`config.mk`:
```
export PLATFORM = sky130hd
export DESIGN_NAME = ahb_master
export DESIGN_NICKNAME = d
export VERILOG_FILES = /design/src/rtl/ahb_master.sv
export SDC_FILE = /design/constraint.sdc
export NUM_CORES = 1
export LEC_CHECK = 0
export ABC_AREA = 1
export CAP_MARGIN = 20
export CELL_PAD_IN_SITES_DETAIL_PLACEMENT = 1
export CELL_PAD_IN_SITES_GLOBAL_PLACEMENT = 2
export CORE_MARGIN = 1.5
export CORE_UTILIZATION = 23
export CTS_BUF_LIST = sky130_fd_sc_hd__clkbuf_2 sky130_fd_sc_hd__clkbuf_4 sky130_fd_sc_hd__clkbuf_8
export CTS_CLUSTER_SIZE = 10
export DETAILED_ROUTE_END_ITERATION = 8
export GPL_ROUTABILITY_DRIVEN = 0
export GPL_TIMING_DRIVEN = 0
export PLACE_DENSITY_LB_ADDON = 0.1
export SYNTH_ARGS = -nofsm -noshare
export SYNTH_HDL_FRONTEND = slang
export SYNTH_SLANG_ARGS = --single-unit
```
`constraint.sdc`:
```
create_clock -name HCLK -period 1.19 [get_ports HCLK]
set_input_delay 0.238 -clock HCLK [delete_from_list [all_inputs] [get_ports HCLK]]
set_output_delay 0.238 -clock HCLK [all_outputs]
set_load 0.02 [all_outputs]
```
`src/rtl/ahb_master.sv`:
```
// ahb_master: AHB-Lite master that turns a valid/ready load/store stream into pipelined
// single NONSEQ transfers, with overlapped address/data phases and in-order responses.
// Optional feature: define AHB_MASTER_LANE_ALIGN_EN for byte-lane steering of write/read
// data and local rejection of misaligned requests.
module ahb_master #(
   parameter int unsigned DATA_WIDTH = 32,
   parameter int unsigned ADDR_WIDTH = 32
) (
   input  logic                  HCLK,
   input  logic                  HRESETn,
   input  logic                  req_valid,
   output logic                  req_ready,
   input  logic                  req_write,
   input  logic [ADDR_WIDTH-1:0] req_addr,
   input  logic [2:0]            req_size,
   input  logic [DATA_WIDTH-1:0] req_wdata,
   output logic                  rsp_valid,
   output logic                  rsp_err,
   output logic [DATA_WIDTH-1:0] rsp_rdata,
   output logic [ADDR_WIDTH-1:0] haddr,
   output logic                  hwrite,
   output logic [2:0]            hsize,
   output logic [1:0]            htrans,
   output logic [2:0]            hburst,
   output logic [3:0]            hprot,
   output logic                  hmastlock,
   output logic [DATA_WIDTH-1:0] hwdata,
   input  logic [DATA_WIDTH-1:0] hrdata,
   input  logic                  hready,
   input  logic                  hresp
);

   localparam logic [1:0] HtransIdle   = 2'b00;
   localparam logic [1:0] HtransNonseq = 2'b10;

   // Address-phase stage
   logic                  ap_valid, ap_write, ap_mis;
   logic [ADDR_WIDTH-1:0] ap_addr;
   logic [2:0]            ap_size;
   logic [DATA_WIDTH-1:0] ap_wdata;
   // Data-phase stage
   logic                  dp_valid, dp_write, dp_mis;
   logic [1:0]            dp_lo;
   logic [2:0]            dp_size;
   logic [DATA_WIDTH-1:0] dp_wdata;
   // Set between the two cycles of a two-cycle ERROR response
   logic                  hold;

   logic                  issue, accept, req_mis, dp_done;
   logic [DATA_WIDTH-1:0] wdata_fmt, rdata_fmt;

   assign issue     = ap_valid & ~hold & ~ap_mis;
   assign req_ready = HRESETn & ~hold & (~ap_valid | hready);
   assign accept    = req_valid & req_ready;
   assign dp_done   = dp_valid & hready;

   assign htrans    = issue ? HtransNonseq : HtransIdle;
   assign haddr     = ap_addr;
   assign hwrite    = ap_write;
   assign hsize     = ap_size;
   assign hwdata    = dp_wdata;
   assign hburst    = 3'b000;
   assign hprot     = 4'b0011;
   assign hmastlock = 1'b0;

`ifdef AHB_MASTER_LANE_ALIGN_EN
   logic [DATA_WIDTH-1:0] rd_shift;
   assign rd_shift = hrdata >> {dp_lo, 3'b000};

   // Lane steering of store data, misalignment check and load data extraction
   always_comb begin
      req_mis   = 1'b0;
      wdata_fmt = req_wdata;
      rdata_fmt = rd_shift;
      case (req_size)
         3'b000:  wdata_fmt = {4{req_wdata[7:0]}};
         3'b001: begin
            wdata_fmt = {2{req_wdata[15:0]}};
            req_mis   = req_addr[0];
         end
         3'b010:  req_mis = |req_addr[1:0];
         default: ;
      endcase
      case (dp_size)
         3'b000:  rdata_fmt = {24'h0, rd_shift[7:0]};
         3'b001:  rdata_fmt = {16'h0, rd_shift[15:0]};
         default: ;
      endcase
   end
`else
   logic unused_lane;
   assign unused_lane = ^{dp_lo, dp_size};

   // Data passes in-lane; no alignment check
   always_comb begin
      req_mis   = 1'b0;
      wdata_fmt = req_wdata;
      rdata_fmt = hrdata;
   end
`endif

   // Pipeline: AP advances into DP on hready; hold freezes AP across an ERROR
   always_ff @(posedge HCLK or negedge HRESETn) begin
      if (!HRESETn) begin
         ap_valid <= 1'b0;
         ap_write <= 1'b0;
         ap_mis   <= 1'b0;
         ap_addr  <= '0;
         ap_size  <= 3'b000;
         ap_wdata <= '0;
         dp_valid <= 1'b0;
         dp_write <= 1'b0;
         dp_mis   <= 1'b0;
         dp_lo    <= 2'b00;
         dp_size  <= 3'b000;
         dp_wdata <= '0;
      end else if (hready) begin
         // A misaligned entry takes a pseudo data phase so its error stays in order
         dp_valid <= ap_valid & ~hold;
         if (ap_valid && !hold) begin
            dp_write <= ap_write;
            dp_mis   <= ap_mis;
            dp_lo    <= ap_addr[1:0];
            dp_size  <= ap_size;
            dp_wdata <= ap_wdata;
         end
         if (accept) begin
            ap_valid <= 1'b1;
            ap_write <= req_write;
            ap_mis   <= req_mis;
            ap_addr  <= req_addr;
            ap_size  <= req_size;
            ap_wdata <= wdata_fmt;
         end else if (!hold) begin
            ap_valid <= 1'b0;
         end
      end
   end

   // First ERROR cycle sets hold; the completing second cycle clears it
   always_ff @(posedge HCLK or negedge HRESETn) begin
      if (!HRESETn) begin
         hold <= 1'b0;
      end else if (hready) begin
         hold <= 1'b0;
      end else if (dp_valid && hresp && !dp_mis) begin
         hold <= 1'b1;
      end
   end

   // Registered response, one cycle after data-phase completion
   always_ff @(posedge HCLK or negedge HRESETn) begin
      if (!HRESETn) begin
         rsp_valid <= 1'b0;
         rsp_err   <= 1'b0;
         rsp_rdata <= '0;
      end else begin
         rsp_valid <= dp_done;
         rsp_err   <= dp_done & (hresp | dp_mis);
         rsp_rdata <= (dp_done && !dp_write && !hresp && !dp_mis) ? rdata_fmt : '0;
      end
   end

endmodule

```
==> summary.md <==
| Metric | Value |
|---|---|
| CP startpoint kind | flip-flop |
| Setup slack of the critical path after layout | -397 ps |
| Cell with the most instances on the worst path | buf_6 |
| Number of clock sinks seen by CTS | 138 |
| Worst setup path category | flip-flop to output port |
| Kind of end point of the critical path | output port |
| Net count, final | 988 |
| Final wirelength | approximately 18000 um |
| Count leader, synth | nand2_1 |
| Top post-synthesis cells by count | 209 x nand2_1, 138 x dfrtp_1, 101 x nand3_1 |
| Worst vdd ir | approximately 550 uV |
| Type of the most critical hold path | input pin to asynchronous set/reset pin |
| Starting utilization of the core area | 0.234 |
| Clock buffers created by TritonCTS | 17 |
| Critical-path top delay cell | dfrtp_2 |
| Summed negative setup slack over all endpoints | -17550 ps |
| Boundary Pins | 218 |
| Post-synthesis register bit count | 138 |
| Wire per inst | 15.6 um |
| Clock Latency Late Sink | 440 ps |
| Post-synthesis area per instance | 9.25 um2 |
| Total leakage power | between 4 and 5 nW |
| Number of setup violations in the final report | 180 |
| Core ar. | 0.0226 mm2 |
| 1st-iter DRT viols | 81 |
| Width of the die | about 150 um |
| Number of enable flip-flop cells after synthesis | 0 |
| Final hold vios | 67 |
| Number of core rows | 55 |
| Die area | 0.0240 mm2 |
| Maximum number of pins on one net before global-route repair | 72 |
| Number of buffers inserted by port buffering | 208 |
| Share of synthesized area occupied by flip-flops and latches | 0.652 |
| Number of detailed-routing iterations run before antenna repair | 4 |
| Top cell type's share of synthesized area | 0.652 |
| RSZ-0062 raised after global routing | true |
| Buffer depth of the longest clock path | 2 |
| Distinct cell type count of the synthesized netlist | 18 |
| Count of filler cells inserted in the layout | about 2.5k |
| Worst-case hold slack | -330 ps |
| Synthesized instance count | 573 |
| Violations in the final reports | hold timing, setup timing |
| Via count of the first global-routing pass | about 5.3k |
| All-layer global routing usage | 0.156 |
| Slew Limit Fails | 0 |
| F_max | 630 MHz |
| Netlist area before placement | 0.00530 mm2 |
| Synth top area cells | dfrtp_1 65%, nand2_1 15%, nand3_1 9.5%, inv_1 2.6%, nor2_1 2.4% |
| Maxcap violations | 0 |
| Area of all placed cells without fillers | 0.00946 mm2 |
| Post-route clock skew | about 8.6 ps |
| Register clock-pin slew on the reported worst setup and hold paths | roughly 90 ps |
| Ant diodes | 0 |
| Average vias per placed instance | 4.19 |
| Clock tree from TritonCTS | yes |
| Result of the run | finished, violations left |
| Critical path arrival | 1350 ps |
| Synth warnings | 0 |
| H-tree Lvls | 4 |
| Synth-to-Final Area Change | 78.5% |
| Primary FF master, synth | dfrtp_1 |
| Fraction of final layout cells with drive strength greater than 1 | 0.320 |
| Critical path, cell by cell | buf_12 > nor2_4 > buf_6 > buf_6 |
| Remaining design rule violation count | 0 |
| First-pass GRT wire length | 28800 um |
| Min Clock Period, post-route | around 1600 ps |
| Proportion of synthesized flip-flops having asynchronous set or reset | 1.00 |
| Max Fanout on Critical Path | 2 |
| Post-DP HPWL | roughly 12000 um |
| Final ANT Viol Nets | 0 |
| Area after DPL | between 0.007 and 0.008 mm2 |
| Vias | between 4k and 5k |
| Die Y | 155 um |
| Library cell with the largest summed area after synthesis | dfrtp_1 |
| Share of the clock period used by the worst path after layout | 1.33 |
| Critical path's largest stage delay | approximately 450 ps |
| Overflow left after global routing | 0 |
| CP required | 950 ps |
| Root Buffer Master | clkbuf_8 |
| Total power per unit cell area | 1650 mW/mm2 |
| Antenna violations before repair | 0 |
## path summary, 6_finish.rpt
| path | start | end | slack (ps) | cells after the start |
|---|---|---|---|---|
| hold / removal | HRESETn | hwdata[10] | -330 | 1 |
| setup reg to reg | hold | haddr[18] | -210 | 7 |
| min in group HCLK | hrdata[27] | rsp_rdata[27] | 310 | 3 |
| setup / recovery | hold | htrans[1] | -400 | 4 |
| hold reg to reg | ap_wdata[27] | ap_wdata[27] | 470 | 2 |
| max in group asynchronous | HRESETn | rsp_rdata[0] | 810 | 2 |
## worst max-delay path, delay by kind of cell (launching register included)
| family | cells | cell delay [ps] |
|---|---|---|
| DFF | 1 | 450 |
| buffers and inverters | 3 | 370 |
| and+or+nand+nor | 1 | 100 |
## per-layer routing
metal	part of all wire	vias to the layer above	wire length, um	track usage
li1	-	2375	-	-
met1	0.40	2385	7320	0.179
met2	0.49	150	9080	0.260
met3	0.088	21	1610	0.0670
met4	0.020	0	376	0.0577
met5	0	-	0	0
## registers in the layout, summed over array words and instances, names as in the netlist, 3 cells and up
name,count
rsp_rdata,32
hsize,3
haddr,32
hwdata,32
ap_wdata,32
## cell usage in the layout (no fill, tap or decap), types with 2 or more instances in the layout
cell	count
buf_6	111
dfrtp_1	137
nand2_2	21
nand2_4	2
nand2_8	2
bufinv_16	6
nor2_1	34
clkbuf_4	4
clkdlybuf4s50_1	103
nand2_1	186
buf_2	5
buf_12	9
clkbuf_8	22
nor2_4	2
buf_16	3
clkbuf_16	5
conb_1	9
inv_4	2
nand3_1	101
buf_8	3
clkinv_4	3
inv_1	35
clkbuf_2	5
buf_4	75
## where the power goes
part	switching (mW)	total (mW)	internal (mW)
sequential	0.594	6.12	5.53
combinational	2.25	4.92	2.67
clock	1.86	4.60	2.74
## timing repair
item / CTS / global route
hold endpoints to repair: 67 / 67
gates cloned: 7 / 1
pin swaps: 2 / 4
gates resized for setup: 706 / 31
setup buffers: 39 / 31
endpoints found under the setup margin: 233 / 221
## area by class of cell
class | instances | area (um2) | area share
sequential | 138 | 3450 | 0.365
timing repair buffer | 284 | 2990 | 0.316
multi-input combinational | 361 | 1620 | 0.172
buffer | 43 | 425 | 0.0450
tap | 285 | 357 | 0.0377
clock buffer | 18 | 248 | 0.0262
clock inverter | 11 | 220 | 0.0233
inverter | 38 | 148 | 0.0156
## kinds of logic after synthesis
| logic type | share of synthesized area |
|---|---|
| buffers and inverters | 0.0699 |
| and+or+nand+nor | 0.274 |
| AOI/OAI and AO/OA | 0.00330 |
| other | 0.00142 |
| DFF | 0.652 |
## through the flow
| stage | power [mW] | setup WS (ps) | utilization | instances |
|---|---|---|---|---|
| floorplan | 7.73 | -18.9 | - | 580 |
| global placement | 9.83 | -6720 | 0.343 | 1073 |
| detailed placement | 9.92 | -1390 | 0.344 | 1074 |
| CTS | 15.4 | -441 | 0.404 | 1148 |
| global route | 16.5 | -444 | 0.418 | 1178 |
| finish | 15.6 | -397 | 0.418 | 1178 |
Note: power is estimated with default switching activity, not from simulation.
